## src/rtl/regex_stream_scheduler_pkg.sv

```systemverilog
// Shared types and constants for the regex stream scheduler.
package regex_sched_pkg;

   localparam int BYTE_W = 8;

   typedef enum logic [2:0] {
      FILL,
      ISSUE_LAST,
      WAIT,
      EMIT,
      CLEAR
   } state_t;

   localparam logic [BYTE_W-1:0] RES_NO_MATCH = 8'h00;
   localparam logic [BYTE_W-1:0] RES_MATCH    = 8'h01;
   localparam logic [BYTE_W-1:0] RES_TIMEOUT  = 8'hFF;

endpackage

```

## src/rtl/regex_stream_scheduler_if.sv

```systemverilog
// Host byte stream, matcher step/verdict and result stream of the scheduler.
// slave is the scheduler's view; master is the surrounding host/matcher/consumer.
interface regex_stream_scheduler_if
   import regex_sched_pkg::*;
#(
   parameter int REPLICATION_FACTOR = 3
);
   logic [BYTE_W-1:0]                    in_data;
   logic                                 in_valid;
   logic                                 in_ready;
   logic                                 in_last;
   logic [BYTE_W*REPLICATION_FACTOR-1:0] m_data;
   logic                                 m_last;
   logic                                 m_enable;
   logic                                 m_clear;
   logic                                 m_result;
   logic                                 m_result_valid;
   logic [BYTE_W-1:0]                    out_data;
   logic                                 out_valid;
   logic                                 out_ready;
   logic                                 out_last;
   logic                                 busy;

   modport slave (
      input  in_data, in_valid, in_last, m_result, m_result_valid, out_ready,
      output in_ready, m_data, m_last, m_enable, m_clear, out_data, out_valid, out_last, busy
   );

   modport master (
      output in_data, in_valid, in_last, m_result, m_result_valid, out_ready,
      input  in_ready, m_data, m_last, m_enable, m_clear, out_data, out_valid, out_last, busy
   );
endinterface

```

## src/rtl/regex_stream_scheduler_stream_word_packer.sv

```systemverilog
// Packs accepted bytes into matcher words (lane 0 first), pads a short final
// word and holds the completed word in an issue register for one step pulse.
module stream_word_packer
   import regex_sched_pkg::*;
#(
   parameter int               REPLICATION_FACTOR = 3,
   parameter logic [BYTE_W-1:0] PAD_BYTE          = 8'h00
)(
   input  logic                                 clock,
   input  logic                                 reset,
   input  logic                                 accept,
   input  logic [BYTE_W-1:0]                    data,
   input  logic                                 last,
   output logic [BYTE_W*REPLICATION_FACTOR-1:0] word,
   output logic                                 word_last,
   output logic                                 word_done,
   output logic                                 empty
);
   localparam int R  = REPLICATION_FACTOR;
   localparam int CW = (R > 1) ? $clog2(R) : 1;

   logic [R-1:0][BYTE_W-1:0] acc;
   logic [R-1:0][BYTE_W-1:0] merged;
   logic [CW-1:0]            count;
   logic                     complete;

   // Incoming byte lands in lane[count]; lanes above it read as padding, so a
   // short final word is already in issue form.
   always_comb begin
      merged = acc;
      for (int i = 0; i < R; i++) begin
         if (i == int'(count))     merged[i] = data;
         else if (i > int'(count)) merged[i] = PAD_BYTE;
      end
   end

   assign complete = accept && (last || (count == CW'(R - 1)));
   assign empty    = (count == '0);

   // Lane accumulation; completed word moves to the issue register and the
   // step strobe fires the following cycle.
   always_ff @(posedge clock) begin
      if (!reset) begin
         count     <= '0;
         word      <= '0;
         word_last <= 1'b0;
         word_done <= 1'b0;
      end else begin
         word_done <= complete;
         if (accept) begin
            acc[count] <= data;
            if (complete) begin
               count     <= '0;
               word      <= merged;
               word_last <= last;
            end else begin
               count <= count + CW'(1);
            end
         end
      end
   end
endmodule

```

## src/rtl/regex_stream_scheduler.sv

```systemverilog
// Frame sequencer: feeds packed words to the matcher, waits for its verdict
// (or times out), returns a one-byte result frame and clears the matcher.
module regex_stream_scheduler
   import regex_sched_pkg::*;
#(
   parameter int                REPLICATION_FACTOR = 3,
   parameter logic [BYTE_W-1:0] PAD_BYTE           = 8'h00,
   parameter int                RESULT_TIMEOUT     = 64,
   parameter int                TIMEOUT_WIDTH      = 8
)(
   input logic                      clock,
   input logic                      reset,
   regex_stream_scheduler_if.slave  bus
);
   state_t                                 state, state_nxt;
   logic [TIMEOUT_WIDTH-1:0]               tmo_cnt;
   logic [BYTE_W-1:0]                      result;
   logic                                   rst_q;
   logic                                   accept;
   logic                                   timed_out;
   logic                                   pk_done, pk_last, pk_empty;
   logic [BYTE_W*REPLICATION_FACTOR-1:0]   pk_word;

   assign accept    = bus.in_valid && bus.in_ready;
   // Counter is 0 in the final step cycle, so EMIT follows RESULT_TIMEOUT
   // cycles after that step when the matcher stays silent.
   assign timed_out = (tmo_cnt >= TIMEOUT_WIDTH'(RESULT_TIMEOUT - 1));

   stream_word_packer #(
      .REPLICATION_FACTOR (REPLICATION_FACTOR),
      .PAD_BYTE           (PAD_BYTE)
   ) u_packer (
      .clock     (clock),
      .reset     (reset),
      .accept    (accept),
      .data      (bus.in_data),
      .last      (bus.in_last),
      .word      (pk_word),
      .word_last (pk_last),
      .word_done (pk_done),
      .empty     (pk_empty)
   );

   // Next state and state-decoded handshake/clear outputs.
   always_comb begin
      state_nxt     = state;
      bus.in_ready  = 1'b0;
      bus.out_valid = 1'b0;
      bus.m_clear   = !reset || rst_q;
      case (state)
         FILL: begin
            bus.in_ready = 1'b1;
            if (accept && bus.in_last) state_nxt = ISSUE_LAST;
         end
         ISSUE_LAST: state_nxt = WAIT;
         WAIT:       if (bus.m_result_valid || timed_out) state_nxt = EMIT;
         EMIT: begin
            bus.out_valid = 1'b1;
            if (bus.out_ready) state_nxt = CLEAR;
         end
         CLEAR: begin
            bus.m_clear = 1'b1;
            state_nxt   = FILL;
         end
         default: state_nxt = FILL;
      endcase
   end

   // State register, verdict timer, result capture and post-reset clear stretch.
   always_ff @(posedge clock) begin
      if (!reset) begin
         state   <= FILL;
         tmo_cnt <= '0;
         result  <= RES_NO_MATCH;
         rst_q   <= 1'b1;
      end else begin
         state <= state_nxt;
         rst_q <= 1'b0;
         if (state == ISSUE_LAST || state == WAIT) tmo_cnt <= tmo_cnt + TIMEOUT_WIDTH'(1);
         else                                      tmo_cnt <= '0;
         if (state == WAIT) begin
            if (bus.m_result_valid) result <= {7'b0, bus.m_result};
            else if (timed_out)     result <= RES_TIMEOUT;
         end
      end
   end

   assign bus.m_data   = pk_word;
   assign bus.m_last   = pk_last;
   assign bus.m_enable = pk_done;
   assign bus.out_data = result;
   assign bus.out_last = 1'b1;
   assign bus.busy     = !((state == FILL) && pk_empty);
endmodule

```

## src/flat_wrapper.sv

```systemverilog
// flat-port wrapper written by rule: the top's interface ports become plain ports
module regex_stream_scheduler_flat import regex_sched_pkg::*;
#(
   parameter int                REPLICATION_FACTOR = 3,
   parameter logic [BYTE_W-1:0] PAD_BYTE           = 8'h00,
   parameter int                RESULT_TIMEOUT     = 64,
   parameter int                TIMEOUT_WIDTH      = 8
)
  (clock, reset, bus_in_data, bus_in_valid, bus_in_last, bus_m_result, bus_m_result_valid, bus_out_ready, bus_in_ready, bus_m_data, bus_m_last, bus_m_enable, bus_m_clear, bus_out_data, bus_out_valid, bus_out_last, bus_busy);
  regex_stream_scheduler_if #(.REPLICATION_FACTOR(REPLICATION_FACTOR)) bus_i ();
  input logic clock;
  input logic reset;
  input wire logic [$bits(bus_i.in_data)-1:0] bus_in_data;
  input wire logic [$bits(bus_i.in_valid)-1:0] bus_in_valid;
  input wire logic [$bits(bus_i.in_last)-1:0] bus_in_last;
  input wire logic [$bits(bus_i.m_result)-1:0] bus_m_result;
  input wire logic [$bits(bus_i.m_result_valid)-1:0] bus_m_result_valid;
  input wire logic [$bits(bus_i.out_ready)-1:0] bus_out_ready;
  output wire logic [$bits(bus_i.in_ready)-1:0] bus_in_ready;
  output wire logic [$bits(bus_i.m_data)-1:0] bus_m_data;
  output wire logic [$bits(bus_i.m_last)-1:0] bus_m_last;
  output wire logic [$bits(bus_i.m_enable)-1:0] bus_m_enable;
  output wire logic [$bits(bus_i.m_clear)-1:0] bus_m_clear;
  output wire logic [$bits(bus_i.out_data)-1:0] bus_out_data;
  output wire logic [$bits(bus_i.out_valid)-1:0] bus_out_valid;
  output wire logic [$bits(bus_i.out_last)-1:0] bus_out_last;
  output wire logic [$bits(bus_i.busy)-1:0] bus_busy;
  assign bus_i.in_data = bus_in_data;
  assign bus_i.in_valid = bus_in_valid;
  assign bus_i.in_last = bus_in_last;
  assign bus_i.m_result = bus_m_result;
  assign bus_i.m_result_valid = bus_m_result_valid;
  assign bus_i.out_ready = bus_out_ready;
  assign bus_in_ready = bus_i.in_ready;
  assign bus_m_data = bus_i.m_data;
  assign bus_m_last = bus_i.m_last;
  assign bus_m_enable = bus_i.m_enable;
  assign bus_m_clear = bus_i.m_clear;
  assign bus_out_data = bus_i.out_data;
  assign bus_out_valid = bus_i.out_valid;
  assign bus_out_last = bus_i.out_last;
  assign bus_busy = bus_i.busy;
  regex_stream_scheduler #(.REPLICATION_FACTOR(REPLICATION_FACTOR), .PAD_BYTE(PAD_BYTE), .RESULT_TIMEOUT(RESULT_TIMEOUT), .TIMEOUT_WIDTH(TIMEOUT_WIDTH)) u_core (.clock(clock), .reset(reset), .bus(bus_i));
endmodule
```

## config.mk

```make
export PLATFORM = sky130hd
export DESIGN_NAME = regex_stream_scheduler_flat
export DESIGN_NICKNAME = d
export VERILOG_FILES = /design/src/rtl/regex_stream_scheduler_pkg.sv /design/src/rtl/regex_stream_scheduler_if.sv /design/src/rtl/regex_stream_scheduler_stream_word_packer.sv /design/src/rtl/regex_stream_scheduler.sv /design/src/flat_wrapper.sv
export SDC_FILE = /design/constraint.sdc
export NUM_CORES = 1
export LEC_CHECK = 0
export ABC_AREA = 1
export ABC_CLOCK_PERIOD_IN_PS = 2500
export CELL_PAD_IN_SITES_DETAIL_PLACEMENT = 1
export CELL_PAD_IN_SITES_GLOBAL_PLACEMENT = 1
export CORE_ASPECT_RATIO = 0.5
export CORE_MARGIN = 3
export CORE_UTILIZATION = 38
export CTS_CLUSTER_SIZE = 25
export DETAILED_ROUTE_END_ITERATION = 10
export PLACE_DENSITY = 0.87
export SLEW_MARGIN = 20
export SYNTH_ARGS = -nofsm -noshare
export SYNTH_HDL_FRONTEND = slang
export SYNTH_HIERARCHICAL = 1
export SYNTH_SLANG_ARGS = --single-unit
```

## constraint.sdc

```tcl
create_clock -name clock -period 2.5 [get_ports clock]
set_input_delay 0.5 -clock clock [delete_from_list [all_inputs] [get_ports clock]]
set_output_delay 0.5 -clock clock [all_outputs]
set_load 0.01 [all_outputs]
```

==> results.toml <==
[outcome]
outcome = "finished clean"

[logic_synthesis]
yosys.cell_types.count = 33
synthTopCellsByArea = "dfxtp_1 28%, edfxtp_1 24%, nand2_1 11%"
synth-seq-cells = 66
yosysWarnings = 6
synth.cell_area_um2 = 2980
yosys.area.top_type = "dfxtp_1"
synth.top_cell.area_share_pct = 28.2
synth_cells = 361
syn_avg_cell_area_um2 = 8.26
synth_seq_area_share_pct = 52.4
synth_fp_nets = 380

[power_and_ir_drop]
combPwrFrac_pct = 27.2
fin_total_pwr_mw = 3.49
p_int_mw = 2.40
power_switching_mw = 1.09
power.share.sequential_pct = 37.0
p_leak_nw = 1.60
peakVddDrop_v = 0.000359
sw_frac_of_total_pct = 31.2
power_frac_clock_pct = 35.9
p_per_area_nw_per_um2 = 905

[clock_tree]
cts_root_buffer = "clkbuf_16"
cts.sinks = 66
cts.hold.buffers_added = 0
postCtsSetupBuffers = 0
cts.path.max_buffers = 2
clock_latency_ns = 0.34
numCtsBuffers = 9
path_clk_slew_ns = 0.06
cts-resized-gates = 0
cts_tree = "built"
htree_levels = 3

[floorplan]
die_h_um = 68.6
core_um2 = 7460
rows = 22
start_util_pct = 40.0
die_area_um2 = 9010
dieWidth_um = 131
ioPinCount = 54

[place]
io_buffer_count = 52
hpwl_um = 5240
dp_cells = 510
pre_cts_ws_ns = 0.203
placed_area_um2 = 3560
gp_congestion = 0.796

[detailed_routing]
drt-total-wl_um = 7840
routedWlPerCell_um = 14.9
drc_errors = 0
ant_nets = 0
via_count = 2516
vias_per_cell = 4.78
drt-initial-drc-count = 113
first_pass_iters = 4

[sta]
setup_violations = 0
fin_crit_sh_pct = 90.8
finalHoldViolCount = 0
hold_ws_ns = 0.455
fin_skew_ns = 0.00903
worst_slack_ns = 0.231
slew_headroom_pct = 56.8
fmax_ghz = 0.441
rsz0062_at_grt = "false"
worstMarginPinSlew_ns = 0.647
maxSlewViolCount = 0
min_period_ns = 2.27
tns_ns = 0

[worst_setup_path]
required_ns = 2.00
endpoint_kind = "output port"
critical_path.startpoint_type = "primary input"
arrival_ns = 1.77
path_max_fanout = 5
critical_path_class = "primary input to output port"

[final_layout]
fin_cells = 526
syn_to_final_growth_pct = 29.3
final_nets = 432
n_antenna_cell = 0
final_area_um2 = 3850
utilization_pct = 51.7
drive_gt1_share_pct = 11.7
n_fill_cell = 896

[hold_path]
worstHoldPathType = "flip-flop to flip-flop"

[grt]
grt_pass1_vias = 2684
grt_max_degree = 35
antenna_found_initial = 0
grt_pass1_wl_um = 12900
grt_use_total_pct = 18.6
overflow = 0

[flow_run]
drv_cap = 0
[power by group through the flow]
| stage | clock (mW) | sequential, mW | combinational, mW |
|---|---|---|---|
| finish | 1.25 | 1.29 | 0.949 |
| global route | 1.32 | 1.30 | 1.06 |
| CTS | 1.27 | 1.29 | 0.953 |
| detailed placement | 0 | 1.31 | 0.933 |
| global placement | 0 | 1.30 | 0.891 |
| floorplan | 0 | 1.33 | 0.562 |
[kinds of logic (layout without fill, tap and decap cells)]
| kind of cell | Yosys count | count (layout) | share of synthesized area (%) |
|---|---|---|---|
| AO/OA/AOI/OAI | 35 | 35 | 6.67 |
| XOR/XNOR | 2 | 2 | 0.588 |
| adder cells (fa/ha/maj) | 4 | 4 | 1.68 |
| buffers and inverters | 64 | 121 | 10.4 |
| flip-flops | 66 | 66 | 52.4 |
| other | 1 | 1 | 0.126 |
| AND/OR/NAND/NOR | 189 | 189 | 28.1 |
[routing by layer]
layer / up-vias / wire, um / track usage [%]
li1: 1228 / - / -
met1: 1210 / 3370 / 20.2
met2: 59 / 3950 / 34.0
met3: 19 / 351 / 6.52
met4: 0 / 164 / 8.64
met5: - / 0 / 0
[state kept, by name, summed over array words and instances (netlist names)]
signal and flops:
u_core/u_packer/acc 24, u_core/u_packer/word 24, u_core/tmo_cnt 8, u_core/state 3, u_core/bus.out_data 2, u_core/u_packer/count 2, u_core/rst_q 1, u_core/u_packer/word_done 1
u_core/u_packer/word_last 1
[critical path, cell delays in order]
cell and delay, ns:
clkdlybuf4s50_1 0.42, inv_1 0.15, nor2_1 0.07, o31ai_1 0.06, clkdlybuf4s50_1 0.57
[synthesized netlist by cell type, drive strengths merged]
| master | n |
|---|---|
| a21oi | 16 |
| buf | 21 |
| conb | 1 |
| dfxtp | 42 |
| edfxtp | 24 |
| ha | 4 |
| inv | 43 |
| nand2 | 99 |
| nand3 | 24 |
| nand3b | 1 |
| nand4 | 1 |
| nor2 | 61 |
| nor3 | 1 |
| nor3b | 1 |
| nor4 | 1 |
| o21a | 1 |
| o21ai | 17 |
| o31ai | 1 |
| xnor2 | 1 |
| xor2 | 1 |
[cell type report]
class / instances / area [um^2] / area share (%)
Timing Repair Buffer: 62 / 596 / 15.4
Inverter: 43 / 164 / 4.25
Multi-Input combinational cell: 231 / 1110 / 28.8
Clock buffer: 12 / 246 / 6.39
Tap cell: 108 / 135 / 3.51
Sequential cell: 66 / 1560 / 40.5
Clock inverter: 4 / 43.8 / 1.14
[path summary, 6_finish.rpt]
kind                            slack, ns                         to  cells past startpoint                 startpoint
worst max-delay path                 0.23                bus_m_clear                      5                      reset
worst min register to register       0.46  u_core/u_packer/word_last                      2  u_core/u_packer/word_last
worst max register to register       0.72   u_core/u_packer/word[10]                      8            u_core/state[0]
worst min-delay path                 0.46  u_core/u_packer/word_last                      2  u_core/u_packer/word_last
[layout by cell type, fill, tap and decap left out, drive strengths merged, types with 3 or more instances in the layout]
cell | Yosys | routed
nand3 | 24 | 24
nor2 | 61 | 61
o21ai | 17 | 17
inv | 43 | 43
dfxtp | 42 | 42
ha | 4 | 4
clkbuf | 0 | 12
clkdlybuf4s50 | 0 | 52
buf | 21 | 10
a21oi | 16 | 16
clkinv | 0 | 3
edfxtp | 24 | 24
nand2 | 99 | 99
Note: power is estimated with default switching activity, not from simulation.
